### src/rtl/fetch_unit.sv
// Instruction-fetch stage: owns the PC, drives the instruction-memory read and captures IR.
// Optional FETCH_ADDR_CHECK_EN: misaligned/out-of-range fetches fault without a memory access.
module fetch_unit #(
   parameter int unsigned     XLEN        = 32,
   parameter logic [XLEN-1:0] RESET_PC    = '0,
   parameter int unsigned     IMEM_DEPTH  = 32,
   parameter int unsigned     MEM_LATENCY = 1
) (
   input  logic            clk,
   input  logic            reset,
   input  logic            fetch_start,
   input  logic            pc_write,
   input  logic [1:0]      pc_src,
   input  logic [XLEN-1:0] branch_target,
   input  logic [XLEN-1:0] jump_target,
   input  logic [31:0]     mem_instr,
   output logic            mem_sel,
   output logic [XLEN-1:0] mem_addr,
   output logic [XLEN-1:0] pc,
   output logic [XLEN-1:0] old_pc,
   output logic [XLEN-1:0] pc_plus4,
   output logic [31:0]     ir,
   output logic            ir_valid,
   output logic            busy,
   output logic            addr_err
);

   localparam int unsigned CNT_W = $clog2(MEM_LATENCY + 1);
   localparam logic [31:0] NOP   = 32'h0000_0013;
`ifdef FETCH_ADDR_CHECK_EN
   localparam bit CHECK_EN = 1'b1;
`else
   localparam bit CHECK_EN = 1'b0;
`endif

   typedef enum logic [1:0] {IDLE, REQ, WAIT} state_t;

   state_t            state, state_n;
   logic [CNT_W-1:0]  cnt, cnt_n;
   logic              pend_valid, pend_n;
   logic [XLEN-1:0]   pend_target, pend_tgt_n;
   logic [XLEN-1:0]   pc_n, old_pc_n, mem_addr_n, redir_tgt;
   logic [31:0]       ir_n;
   logic              ir_valid_n, addr_err_n, mem_sel_n, busy_n, redir_ok, fault;

   assign pc_plus4 = pc + XLEN'(4);

   // Redirect target selected by pc_src; 11 holds the current pc.
   always_comb begin
      redir_tgt = pc;
      case (pc_src)
         2'b00:   redir_tgt = pc_plus4;
         2'b01:   redir_tgt = branch_target;
         2'b10:   redir_tgt = jump_target;
         default: redir_tgt = pc;
      endcase
   end

   assign redir_ok = pc_write && (pc_src != 2'b11);

   // Next-state and next-output logic.
   always_comb begin
      state_n    = state;
      cnt_n      = cnt;
      pend_n     = pend_valid;
      pend_tgt_n = pend_target;
      pc_n       = pc;
      old_pc_n   = old_pc;
      mem_addr_n = mem_addr;
      ir_n       = ir;
      ir_valid_n = 1'b0;
      addr_err_n = 1'b0;
      fault      = 1'b0;

      case (state)
         IDLE: begin
            if (pc_write) pc_n = redir_tgt;
            if (fetch_start) begin
               mem_addr_n = pc_n;
               fault = CHECK_EN && ((pc_n[1:0] != 2'b00) ||
                                    ((pc_n >> 2) >= XLEN'(IMEM_DEPTH)));
               if (fault) begin
                  ir_n       = NOP;
                  old_pc_n   = pc_n;
                  ir_valid_n = 1'b1;
                  addr_err_n = 1'b1;
               end else begin
                  state_n = REQ;
               end
            end
         end
         REQ: begin
            if (redir_ok) begin
               pend_n     = 1'b1;
               pend_tgt_n = redir_tgt;
            end
            cnt_n   = CNT_W'(MEM_LATENCY);
            state_n = WAIT;
         end
         WAIT: begin
            if (redir_ok) begin
               pend_n     = 1'b1;
               pend_tgt_n = redir_tgt;
            end
            if (cnt == CNT_W'(1)) begin
               ir_n       = mem_instr;
               old_pc_n   = mem_addr;
               ir_valid_n = 1'b1;
               pc_n       = pend_n ? pend_tgt_n : mem_addr + XLEN'(4);
               pend_n     = 1'b0;
               state_n    = IDLE;
            end else begin
               cnt_n = cnt - CNT_W'(1);
            end
         end
         default: state_n = IDLE;
      endcase

      // Read select is low only for the single request cycle.
      mem_sel_n = (state_n != REQ);
      busy_n    = (state_n != IDLE);
   end

   always_ff @(posedge clk or posedge reset) begin
      if (reset) begin
         state       <= IDLE;
         cnt         <= '0;
         pend_valid  <= 1'b0;
         pend_target <= '0;
         pc          <= RESET_PC;
         old_pc      <= RESET_PC;
         mem_addr    <= RESET_PC;
         ir          <= NOP;
         ir_valid    <= 1'b0;
         addr_err    <= 1'b0;
         mem_sel     <= 1'b1;
         busy        <= 1'b0;
      end else begin
         state       <= state_n;
         cnt         <= cnt_n;
         pend_valid  <= pend_n;
         pend_target <= pend_tgt_n;
         pc          <= pc_n;
         old_pc      <= old_pc_n;
         mem_addr    <= mem_addr_n;
         ir          <= ir_n;
         ir_valid    <= ir_valid_n;
         addr_err    <= addr_err_n;
         mem_sel     <= mem_sel_n;
         busy        <= busy_n;
      end
   end

endmodule

### config.mk
export PLATFORM = sky130hd
export DESIGN_NAME = fetch_unit
export DESIGN_NICKNAME = d
export VERILOG_FILES = /design/src/rtl/fetch_unit.sv
export SDC_FILE = /design/constraint.sdc
export NUM_CORES = 1
export LEC_CHECK = 0
export CORE_MARGIN = 4
export CORE_UTILIZATION = 50
export CTS_CLUSTER_SIZE = 28
export DETAILED_ROUTE_END_ITERATION = 10
export GPL_TIMING_DRIVEN = 0
export PLACE_DENSITY = 0.83
export SLEW_MARGIN = 40
export SYNTH_ARGS = -nofsm -noshare
export SYNTH_HDL_FRONTEND = slang
export SYNTH_SLANG_ARGS = --single-unit
### constraint.sdc
create_clock -name clk -period 13.4 [get_ports clk]
set_input_delay 1.34 -clock clk [delete_from_list [all_inputs] [get_ports clk]]
set_output_delay 1.34 -clock clk [all_outputs]
set_load 0.02 [all_outputs]
==> results.toml, run 1 <==
[status]
status = "complete, no violations"

[drt]
vias = 10590
drtPass1Iterations = 5
antenna_left = 0
drt-total-wl_um = 40170
drtIter0Drc = 1164
route.met3.wl_um = 5107
top_layer = "met4"
m1WireLength_um = 15450
viasPerCell = 6.117
wl_met2_um = 17830
drc = 0
post_drt_wl_per_cell_um = 23.21

[timing]
fmax_mhz = 211.8
final.setup.tns_ps = 0
fin_crit_sh = 0.3524
setup_violations = 0
skew_ps = 12.42
fin_crit_ps = 4722
rsz0062_at_grt = "false"
setup_slack_ps = 8678
drv_slew = 0
tightest_slew_ps = 911.3
hold_viol_final = 0
slew_headroom = 0.3925

[synthesis]
syn-num-nets = 1282
ys.flop_type = "dfrtp_1"
yosysUniqueCellTypes = 83
netlist_area_mm2 = 0.009649
ys_ff_latch = 167
yosysSeqAreaShare = 0.4336
async_reset_ff_frac = 1.000
yosys_warnings = 0
synth_top_area_cell = "dfrtp_1"
synth_area_leaders = "dfrtp_1 (42%), nand2_1 (11%), a21oi_1 (4.5%)"
synth_edf_count = 0
netlist.area_leader.share = 0.4227
synth_area_per_cell_um2 = 8.219
postSynthCellCount = 1174

[critical_path]
cp_slowest_cell = "clkdlybuf4s50_1"
startpoint_type = "register"
path_class = "register to output pin"
r2r_cells = 10
reg2reg_to = "pc[18]$_DFFE_PP0P_"
rrSetupSlack_ps = 9870
max_stage_delay_ps = 700
crit_chain = "ha_1, nand4_2, buf_6, or4_4, nor2_1, xor2_1, clkdlybuf4s50_1"
crit_buf_inv = 2
cp_max_fo = 10
cpLargestDelayFamily = "buffers and inverters"
rr_startpoint = "state[0]$_DFF_PP0_"
crit_path_end_kind = "output pin"
arrival_ps = 3380
required_ps = 12060

[finish]
final_nets = 1566
fin_area_mm2 = 0.01329
n_antenna_cell = 0
final_cell_mix = "nand2_1 (271), clkdlybuf4s50_1 (263), dfrtp_1 (163), nor2_1 (101), a21oi_1 (86)"
area_delta_synth_final_pct = 37.72
fillCellCount = 1550
mostFrequentLayoutCell = "nand2_1"
drive_gt1_frac = 0.06322

[global_route]
grt_max_degree = 76
grt_pass1_vias = 10460
antenna_found_initial = 0
grt_pass1_wl_um = 61540
grt_use_total = 0.3678
grt_overflow = 0

[die]
core_mm2 = 0.01883
num_rows = 50
fp.dieH_um = 146.9
io_pins = 266
dieWidth_um = 146.9
die_area_mm2 = 0.02159
start_util = 0.5124

[worst_hold_path]
hp-class = "register to register"
hp-start = "ir[1]$_DFFE_PP1P_"
holdPathEnd = "ir[1]$_DFFE_PP1P_"
holdPathStages = 2

[place]
place_congestion = 1.016
place_area_mm2 = 0.01268
place_hpwl_um = 29450
dp_slack_ps = 8998
portBuffers = 263

[run]
max-cap-violations = 0

[cts]
clk_latency_ps = 440
cts.reportedPaths.clkPinSlew_ps = 70
cts.sinks = 167
clk_path_buf_depth = 2
cts_root_buffer = "clkbuf_16"
post_cts_buffers = 0
cts_buffers = 17
htreeDepth = 4
cts_resized = 0
holdBufCountCts = 0
cts_tree = "built"

[power]
p_per_area_mw_per_mm2 = 268.2
leakagePower_nw = 5.607
vdd_drop_max_mv = 0.1516
worst min-delay path: stages (launching register included):
cell and delay, ps:
dfstp_2 370, nand2_1 50, nand2_1 50
cells by family (layout without fill, tap and decap cells):
| family | Yosys count | count (layout) | share of synthesized area |
|---|---|---|---|
| XOR/XNOR | 51 | 51 | 0.04629 |
| flip-flops | 167 | 167 | 0.4336 |
| multiplexers | 11 | 11 | 0.01232 |
| adder cells (fa/ha/maj) | 6 | 6 | 0.007780 |
| other | 1 | 1 | 0.0003886 |
| buffers and inverters | 121 | 418 | 0.05239 |
| AND/OR/NAND/NOR | 512 | 512 | 0.2398 |
| AO/OA/AOI/OAI | 305 | 305 | 0.2075 |
routing by layer:
metal  GRT usage  vias up
li1            -     4676
met1      0.4810     4992
met2      0.5674      791
met3      0.1206      130
met4      0.1496        0
met5           0        -
state kept, by name, summed over array words and instances (netlist names):
name         count
ir              32
mem_addr        32
old_pc          32
pc              32
pend_target     32
state            2
busy             1
cnt              1
ir_valid         1
mem_sel          1
pend_valid       1
metrics by stage:
stage | util | hold slack [ps] | instances | power [W]
floorplan | - | 456.5 | 1174 | 0.002064
global placement | 0.6695 | 447.0 | 1697 | 0.002961
detailed placement | 0.6736 | 448.7 | 1699 | 0.002998
CTS | 0.7056 | 460.3 | 1731 | 0.003525
global route | 0.7057 | 485.8 | 1731 | 0.003741
finish | 0.7057 | 460.6 | 1731 | 0.003564
how the worst max path moves through the flow:
stage	depth (start not counted)	start	endpoint	slack, ps
after CTS	7	pc[2]$_DFFE_PP0P_	pc_plus4[20]	8730
final	7	pc[2]$_DFFE_PP0P_	pc_plus4[20]	8680
after global placement	2	reset	pend_target[31]$_DFFE_PP0P_	5270
after floorplan	1	reset	busy$_DFF_PP0_	7550
after detailed placement	7	pc_write	pc[18]$_DFFE_PP0P_	9000
after global routing	6	pc[2]$_DFFE_PP0P_	pc_plus4[30]	8570
report_power, final:
| part | internal (W) | total, W | switching, W |
|---|---|---|---|
| clock | 0.000298 | 0.000523 | 0.000225 |
| combinational | 0.000817 | 0.00205 | 0.00123 |
| sequential | 0.000753 | 0.000993 | 0.000240 |
layout make-up:
| cell class | instances | area [µm²] | area share |
|---|---|---|---|
| Multi-Input combinational cell | 886 | 4972 | 0.3742 |
| Sequential cell | 167 | 4184 | 0.3148 |
| Timing Repair Buffer | 265 | 2688 | 0.2022 |
| Clock buffer | 20 | 436.7 | 0.03286 |
| Buffer | 96 | 415.4 | 0.03126 |
| Tap cell | 260 | 325.3 | 0.02448 |
| Clock inverter | 12 | 166.4 | 0.01252 |
| Inverter | 25 | 101.3 | 0.007626 |
synth_stat cells, types with 7 or more instances:
library cell  number
a211oi_1          14
a21o_1             7
a21oi_1           86
a31oi_1           16
and2_1            16
and3_1             9
buf_1             11
buf_2             12
clkbuf_1          64
dfrtp_1          163
inv_1             24
mux2_2             7
nand2_1          271
nand3_1           36
nand4_1           16
nor2_1           102
nor3_1            11
nor4_1             8
o21a_1            13
o21ai_0           53
o221ai_1           9
o22a_1            11
o22ai_1           18
o31ai_1           21
or2_2              7
xnor2_1           27
xor2_1            24
No activity file was read; power rests on OpenSTA's default activity.
==> run 2: changes to the inputs <==
--- a/config.mk
+++ b/config.mk
@@ -6,11 +6,11 @@
 export NUM_CORES = 1
 export LEC_CHECK = 0
 export CORE_MARGIN = 4
-export CORE_UTILIZATION = 50
+export CORE_UTILIZATION = 44
 export CTS_CLUSTER_SIZE = 28
 export DETAILED_ROUTE_END_ITERATION = 10
 export GPL_TIMING_DRIVEN = 0
-export PLACE_DENSITY = 0.83
+export PLACE_DENSITY = 0.77
 export SLEW_MARGIN = 40
 export SYNTH_ARGS = -nofsm -noshare
 export SYNTH_HDL_FRONTEND = slang
==> constraint.sdc (replaced) <==
create_clock -name clk -period 3.8 [get_ports clk]
set_input_delay 0.38 -clock clk [delete_from_list [all_inputs] [get_ports clk]]
set_output_delay 0.38 -clock clk [all_outputs]
set_load 0.02 [all_outputs]
==> run 2 against run 1 <==
Sequential power grew to 3.5 times the previous value. Core utilization is 7.4 points lower. Sequential cell count is the same. Clock power increased to 3.5 times the previous value. Largest cell class unchanged. Largest power group unchanged. Highest routed layer unchanged.
==> results.toml, run 2 (synthesized netlist as in run 1, its figures left out) <==
[drt]
drc = 0
route.met3.wl_um = 5113
drtIter0Drc = 1150
post_drt_wl_per_cell_um = 23.71
drtPass1Iterations = 5
drt-total-wl_um = 41570
antenna_left = 0
vias = 10740
viasPerCell = 6.129
wl_met2_um = 18610
top_layer = "met4"
m1WireLength_um = 16020

[place]
place_hpwl_um = 30290
place_congestion = 0.9978
dp.cells = 1720
portBuffers = 263

[die]
core_mm2 = 0.02129
start_util = 0.4533
dieWidth_um = 156.1
die_area_mm2 = 0.02436
num_rows = 53
fp.dieH_um = 156.1
io_pins = 266

[timing]
fmax_mhz = 265.2
tightest_slew_ps = 915.2
fin_crit_ps = 3771
skew_ps = 20.78
drv_slew = 0
slew_headroom = 0.3899
final.setup.tns_ps = 0
rsz0062_at_grt = "false"
hold_ws_ps = 238.8
setup_violations = 0
hold_viol_final = 0
fin_crit_sh = 0.9924

[global_route]
grt_pass1_vias = 10620
grt_overflow = 0
grt_pass1_wl_um = 62470
grt_use_total = 0.3362
antenna_found_initial = 0
grt_max_degree = 25

[critical_path]
crit_cells = 10
crit_buf_inv = 4
crit_chain = "inv_1, ha_1, clkbuf_1, nor2b_1, clkbuf_1, nor2_2, a21oi_1, clkbuf_1, nor2_1, a211oi_1"
r2r_cells = 10
rrSetupSlack_ps = 30
max_stage_delay_ps = 710
required_ps = 4140
path_class = "register to register"
arrival_ps = 4110
crit_top_cell = "clkbuf_1"
critPathLaunch = "state[0]$_DFF_PP0_"
crit_path_end_kind = "register"
cp_max_fo = 10
endpoint = "pc[18]$_DFFE_PP0P_"
reg2reg_to = "pc[18]$_DFFE_PP0P_"
cpLargestDelayFamily = "buffers and inverters"
cp_slowest_cell = "clkbuf_1"
startpoint_type = "register"
rr_startpoint = "state[0]$_DFF_PP0_"

[power]
p_per_area_mw_per_mm2 = 938.4
p_total_w = 0.01261
switching_share = 0.4814
intPower_w = 0.006540
p_seq_frac = 0.279
p_clk_frac = 0.143
pwr-share-comb = 0.577
power.switching_w = 0.006072
vdd_drop_max_mv = 0.5831
leakagePower_nw = 5.668

[finish]
drive_gt1_frac = 0.06834
final_cell_mix = "nand2_1 (271), clkdlybuf4s50_1 (263), dfrtp_1 (163), nor2_1 (101), a21oi_1 (86)"
n_antenna_cell = 0
fin_cells = 1753
mostFrequentLayoutCell = "nand2_1"
final_nets = 1573
utilization = 0.6314
fillCellCount = 1851
area_delta_synth_final_pct = 39.29

[worst_hold_path]
hp-class = "input port to async pin"

[cts]
cts.reportedPaths.clkPinSlew_ps = 70
cts.sinks = 167
clk_latency_ps = 450
cts_root_buffer = "clkbuf_16"
cts_buffers = 17
clk_path_buf_depth = 2
cts_tree = "built"
htreeDepth = 4
holdBufCountCts = 0

[run]
max-cap-violations = 0

[status]
status = "complete, no violations"
==> run 2: changes by cell type in the layout (fill, tap and decap cells not counted), sizes merged <==
cell    previous run  this run
inv               29        28
buf               32        39
clkinv             2         5
clkbuf            86        85
bufinv             3         2
==> run 2: how the worst min path moves through the flow <==
stage | startpoint | endpoint | cells after the start
after floorplan | pend_target[31]$_DFFE_PP0P_ | pend_target[31]$_DFFE_PP0P_ | 2
after global placement | ir[4]$_DFFE_PP1P_ | ir[4]$_DFFE_PP1P_ | 2
after detailed placement | ir[1]$_DFFE_PP1P_ | ir[1]$_DFFE_PP1P_ | 2
after CTS | reset | old_pc[15]$_DFFE_PP0P_ | 2
after global routing | reset | old_pc[11]$_DFFE_PP0P_ | 2
final | reset | old_pc[10]$_DFFE_PP0P_ | 2
==> run 2: what timing repair did <==
item,4_1_cts,5_1_grt
buffers inserted,0,1
gates resized for setup,0,0
endpoints found under the setup margin,0,2
==> run 2: area by class of cell <==
type                            instances  area [µm²]  area share
Timing Repair Buffer                  272        2830      0.2106
Clock inverter                         13       163.9     0.01220
Tap cell                              275       344.1     0.02560
Inverter                               25       97.59    0.007261
Buffer                                 96       415.4     0.03091
Multi-Input combinational cell        886        4972      0.3699
Sequential cell                       167        4184      0.3113
Clock buffer                           19       432.9     0.03221
==> run 2: power groups by stage <==
stage	combinational (W)	clock, W	sequential, W
CTS	0.00717	0.00181	0.00350
global route	0.00772	0.00188	0.00364
finish	0.00728	0.00181	0.00352
floorplan	0.00317	0	0.00411
global placement	0.00701	0	0.00349
detailed placement	0.00712	0	0.00352
==> run 2: metal layers <==
metal  vias to the layer above  GRT usage
met5                         -          0
li1                       4680          -
met1                      5098     0.4414
met3                       152    0.08988
met2                       814     0.5231
met4                         0     0.1517
==> run 2: through the flow <==
stage / worst slack [ps] / area (µm²)
final: 29.00 / 13440
after detailed placement: 266.1 / 12830
after CTS: 121.5 / 13430
after global placement: -201.5 / 12630
after global routing: 6.495 / 13440
after floorplan: 1267 / 9653
==> run 2: worst reg2reg max path: cells and delay by family, from the launching register on <==
| kind | cells | cell delay, ps |
|---|---|---|
| compound gates | 2 | 830 |
| simple gates | 3 | 590 |
| flops | 1 | 400 |
| fa+ha+maj | 1 | 190 |
| buf+inv | 4 | 1660 |
